[src/rtl/pipe_stall_ctrl.sv]
// Pipeline hazard controller: turns fetch, load-use, multi-cycle and branch events into
// hold/flush controls for IF/ID and ID/EX, with saturating stall and flush counters.
module pipe_stall_ctrl #(
    parameter int FLUSH_CYCLES = 2,
    parameter int LU_CYCLES    = 1
) (
    input  logic        clk,
    input  logic        rst_n,
    input  logic        imem_ready,
    input  logic        load_use_hazard,
    input  logic        mc_busy,
    input  logic        branch_taken,
    input  logic        cnt_clr,
    output logic        staller,
    output logic        pc_hold,
    output logic        if_id_flush,
    output logic        id_ex_bubble,
    output logic [15:0] stall_cycles,
    output logic [15:0] flush_cycles,
    output logic [2:0]  state
);

    typedef enum logic [2:0] {
        RUN       = 3'd0,
        IMEM_WAIT = 3'd1,
        LU_STALL  = 3'd2,
        MC_STALL  = 3'd3,
        FLUSH     = 3'd4
    } state_t;

    // Cycle-one of each flush/stall is spent in RUN, so the counter preloads two short.
    localparam logic [2:0] FLUSH_INIT = (FLUSH_CYCLES > 1) ? 3'(FLUSH_CYCLES - 2) : 3'd0;
    localparam logic [2:0] LU_INIT    = (LU_CYCLES > 1) ? 3'(LU_CYCLES - 2) : 3'd0;

    state_t      r_state;
    logic [2:0]  r_cnt;
    logic [15:0] r_stall_cycles;
    logic [15:0] r_flush_cycles;

    state_t      w_next_state;
    logic [2:0]  w_next_cnt;
    logic        w_hold;
    logic        w_flush;

    always_comb begin
        w_next_state = r_state;
        w_next_cnt   = r_cnt;
        w_hold       = 1'b0;
        w_flush      = 1'b0;
        if (branch_taken) begin
            w_flush = 1'b1;
            if (FLUSH_CYCLES > 1) begin
                w_next_state = FLUSH;
                w_next_cnt   = FLUSH_INIT;
            end else begin
                w_next_state = RUN;
            end
        end else begin
            case (r_state)
                RUN: begin
                    if (mc_busy) begin
                        w_hold       = 1'b1;
                        w_next_state = MC_STALL;
                    end else if (load_use_hazard) begin
                        w_hold = 1'b1;
                        if (LU_CYCLES > 1) begin
                            w_next_state = LU_STALL;
                            w_next_cnt   = LU_INIT;
                        end
                    end else if (!imem_ready) begin
                        w_hold       = 1'b1;
                        w_next_state = IMEM_WAIT;
                    end
                end
                IMEM_WAIT: begin
                    if (!imem_ready) w_hold = 1'b1;
                    else             w_next_state = RUN;
                end
                LU_STALL: begin
                    w_hold = 1'b1;
                    if (r_cnt == 3'd0) w_next_state = RUN;
                    else               w_next_cnt   = r_cnt - 3'd1;
                end
                MC_STALL: begin
                    if (mc_busy) w_hold = 1'b1;
                    else         w_next_state = RUN;
                end
                FLUSH: begin
                    w_flush = 1'b1;
                    if (r_cnt == 3'd0) w_next_state = RUN;
                    else               w_next_cnt   = r_cnt - 3'd1;
                end
                default: w_next_state = RUN;
            endcase
        end
    end

    always_ff @(posedge clk or negedge rst_n) begin
        if (!rst_n) begin
            r_state <= RUN;
            r_cnt   <= 3'd0;
        end else begin
            r_state <= w_next_state;
            r_cnt   <= w_next_cnt;
        end
    end

    // Controls are masked by reset so a held core never sees a stray stall or flush.
    assign staller      = w_hold & rst_n;
    assign pc_hold      = w_hold & rst_n;
    assign id_ex_bubble = w_hold & rst_n;
    assign if_id_flush  = w_flush & rst_n;

    always_ff @(posedge clk or negedge rst_n) begin
        if (!rst_n) begin
            r_stall_cycles <= 16'd0;
            r_flush_cycles <= 16'd0;
        end else if (cnt_clr) begin
            r_stall_cycles <= 16'd0;
            r_flush_cycles <= 16'd0;
        end else begin
            if (staller && r_stall_cycles != 16'hFFFF)
                r_stall_cycles <= r_stall_cycles + 16'd1;
            if (if_id_flush && r_flush_cycles != 16'hFFFF)
                r_flush_cycles <= r_flush_cycles + 16'd1;
        end
    end

    assign stall_cycles = r_stall_cycles;
    assign flush_cycles = r_flush_cycles;
    assign state        = r_state;

endmodule

[config.mk]
export PLATFORM = sky130hd
export DESIGN_NAME = pipe_stall_ctrl
export DESIGN_NICKNAME = d
export VERILOG_FILES = /design/src/rtl/pipe_stall_ctrl.sv
export SDC_FILE = /design/constraint.sdc
export NUM_CORES = 1
export LEC_CHECK = 0
export CAP_MARGIN = 20
export CORE_MARGIN = 3
export CORE_UTILIZATION = 38
export DETAILED_ROUTE_END_ITERATION = 8
export GPL_TIMING_DRIVEN = 0
export HOLD_SLACK_MARGIN = 0.15
export PLACE_DENSITY_LB_ADDON = 0.1
export SYNTH_ARGS = -nofsm -noshare
export SYNTH_HDL_FRONTEND = slang
export SYNTH_SLANG_ARGS = --single-unit
[constraint.sdc]
create_clock -name clk -period 2.2 [get_ports clk]
set_clock_uncertainty 0.05 [all_clocks]
set_input_delay 0.22 -clock clk [delete_from_list [all_inputs] [get_ports clk]]
set_output_delay 0.22 -clock clk [all_outputs]
set_load 0.03 [all_outputs]
==> results by group <==
Finish
  – Area delta synth->final: 32.67%
  – Post-Layout Cell Count: 361
  – Commonest non-fill, non-tap cell in the layout: nor2_1
  – Ant diodes: 0
  – Layout Nets: 299
  – Layout cell share with drive strength beyond 1: 12.80%
  – Final instance area: 0.002907 mm²
  – Commonest cells after routing, fill and taps aside: nor2_1 (40), clkdlybuf4s50_1 (38), dfrtp_1 (37), xnor2_1 (20), nand2_1 (15)

Global route
  – Largest net degree at the start of global routing: 22
  – Gr usage total: 16.60%
  – Vias in the first global route: 1,768
  – Initial antenna violation count: 0
  – First-pass GRT wire length: 8625 µm
  – Overflow after GRT: 0

Critical path
  – Worst-path fanout max: 10
  – Arrival time worst endpoint: 1840 ps
  – Worst setup startpoint: state[2]
  – Crit end category: output pin
  – FF-to-FF Start: state[2]
  – R2R Setup Slk: 120 ps
  – Worst EP required: 1930 ps
  – Reg2reg end: stall_cycles[11]
  – Critical path class: register to output pin
  – Logic depth of the worst register-to-register path: 7
  – Element type at the critical path start: register

Clocking
  – CTS tree: done
  – Inserted Clock Buffers: 5
  – Worst-path clk slew: 80 ps
  – Worst skew pair latency: 290 ps
  – Longest Clk Path Bufs: 2
  – H-tree Lvls: 2
  – Clk root buf: clkbuf_8
  – Sink Count: 38

Floorplan
  – CORE AREA: 0.005540 mm²
  – I/O pin total: 46
  – Die height: 81.93 µm
  – Std-Cell Rows: 27
  – Total Die Area: 0.006713 mm²
  – Chip Width: 81.93 µm
  – Initial core utilization: 39.54%

Yosys
  – Post-Synthesis Cells: 230
  – Register area share after synthesis: 43.40%
  – Top post-synthesis cells by area: dfrtp_1 (43%), xnor2_1 (8.0%), nor2_1 (6.9%)
  – Synth top area share: 43.40%
  – Post-synthesis average cell area: 9.525 µm²
  – Synth warnings: 0
  – Synth area leader: dfrtp_1
  – Number of synthesized register bits: 38
  – Post-Syn Area: 0.002191 mm²
  – Netlist cell types: 50
  – Mapped Nets: 241

Route
  – Drt wl/cell: 14.42 µm
  – Drt pass-1 iters: 4
  – Final ANT Viol Nets: 0
  – DR vias/cell: 5.271
  – DRC viols: 0
  – DRT iter0 DRCs: 80
  – Final WL: 5205 µm
  – Vias after detailed routing: 1,903

STA
  – Final Max Tran Viols: 0
  – F_max: 473.9 MHz
  – Worst slew pin tran: 768.9 ps
  – Final Hold Vio Count: 0
  – Setup violators final: 0
  – Crit path time final: 2110 ps
  – RSZ-0062 raised after global routing: no
  – Max-slew headroom: 48.57%
  – Final worst path period share: 95.92%

Min path
  – Hold Path End: flush_cycles[7]
  – Min-delay src: cnt_clr
  – Worst hold-check path type: input port to register
  – WHS Path Cells: 3

Placement
  – Post-DP Area: 0.002734 mm²
  – PortBufs: 43
  – Dpl cells: 346
  – DP HPWL: 3625 µm
  – GP Congestion: 0.7853

Pwr
  – Pwr dens: 552.3 mW/mm²
  – Leakage: 1.150 nW
  – Max IR drop VDD: 0.0003300 V

Run status
  – Outcome: complete, no violations

Flow run
  – Max_cap viols: 0
## area by class of cell
cell class	instances	area (µm²)
fill	545	2634
buffer	9	57.56
clock inverter	2	12.51
sequential	38	952.2
tap	72	90.09
clock buffer	6	82.58
timing repair buffer	51	501.7
multi-input combinational	175	1175
inverter	8	35.03
## cells in the mapped netlist (all sizes together)
master	instances
clkbuf	4
ha	4
xnor2	20
inv	8
and2	2
a211oi	4
a41o	1
nor4b	3
nor3b	4
a2111oi	1
or3b	1
a21bo	1
o221a	1
and4bb	1
xor2	5
mux2	3
nor4	10
o21ai	3
nand3b	1
a21o	1
a311oi	3
nor2	41
nand4b	2
a2bb2oi	1
nor2b	3
buf	5
o21a	1
nor3	6
dfrtp	38
a21oi	9
mux2i	1
a211o	1
o2111ai	1
and4	1
nand4	8
nand3	12
nand2	16
and3	3
## routing by layer
layer | wire length (µm) | GRT usage, %
met5 | 0 | 0
met4 | 34 | 3.987
met3 | 230 | 3.838
met2 | 2506 | 26.33
met1 | 2434 | 22.85
## how the worst max path moves through the flow
stage / end / slack, ps
after floorplan: stall_cycles[11] / 30
after CTS: id_ex_bubble / 0.4
final: staller / 90
after detailed placement: staller / -400
after global placement: staller / -1850
after global routing: flush_cycles[7] / 1
## critical path: stages, from the launching register on
cell and delay [ps]:
dfrtp_2 440, or3b_1 360, a211o_1 250, buf_6 160, inv_6 90, buf_4 110
buf_4 140
## through the flow
| stage | setup TNS [ps] | hold WS, ps | total power [mW] | utilization [%] | setup WS [ps] |
|---|---|---|---|---|---|
| 2_1_floorplan | 0 | -125.6 | 0.9822 | - | 31.67 |
| 4_1_cts | 0 | 352.5 | 1.617 | 51.58 | 0.4412 |
| 3_5_place_dp | -1421 | 162.8 | 1.095 | 49.35 | -404.4 |
| 6_report | 0 | 363.3 | 1.605 | 52.46 | 89.86 |
| 3_3_place_gp | -59560 | 372.0 | 1.088 | 48.94 | -1850 |
| 5_1_grt | 0 | 388.0 | 1.704 | 52.46 | 1.125 |
## sequential cells by signal, summed over array words and instances, names as in the netlist
signal / cells
flush_cycles: 16
stall_cycles: 16
r_cnt: 3
state: 3
## report_power, final
group / switching [mW] / total, mW / internal [mW]
combinational: 0.189 / 0.334 / 0.145
sequential: 0.0313 / 0.761 / 0.730
clock: 0.258 / 0.510 / 0.252
total: 0.478 / 1.61 / 1.13
## what timing repair did
action | in CTS | in global routing
gates resized for setup | 16 | 6
hold buffers | 3 | 0
endpoints found under the setup margin | 5 | 11
pin swaps | 0 | 2
endpoints found under the hold margin | 23 | 0
setup buffers | 0 | 4
## cells by family after synthesis
logic type | count (synthesis) | share of synthesized area (%)
AO/OA/AOI/OAI | 28 | 9.024
XOR/XNOR | 25 | 9.994
adder cells (fa/ha/maj) | 4 | 2.285
buffers and inverters | 17 | 4.226
flip-flops | 38 | 43.40
multiplexers | 4 | 1.999
AND/OR/NAND/NOR | 114 | 29.07
Power figures use the tool's default switching activity.
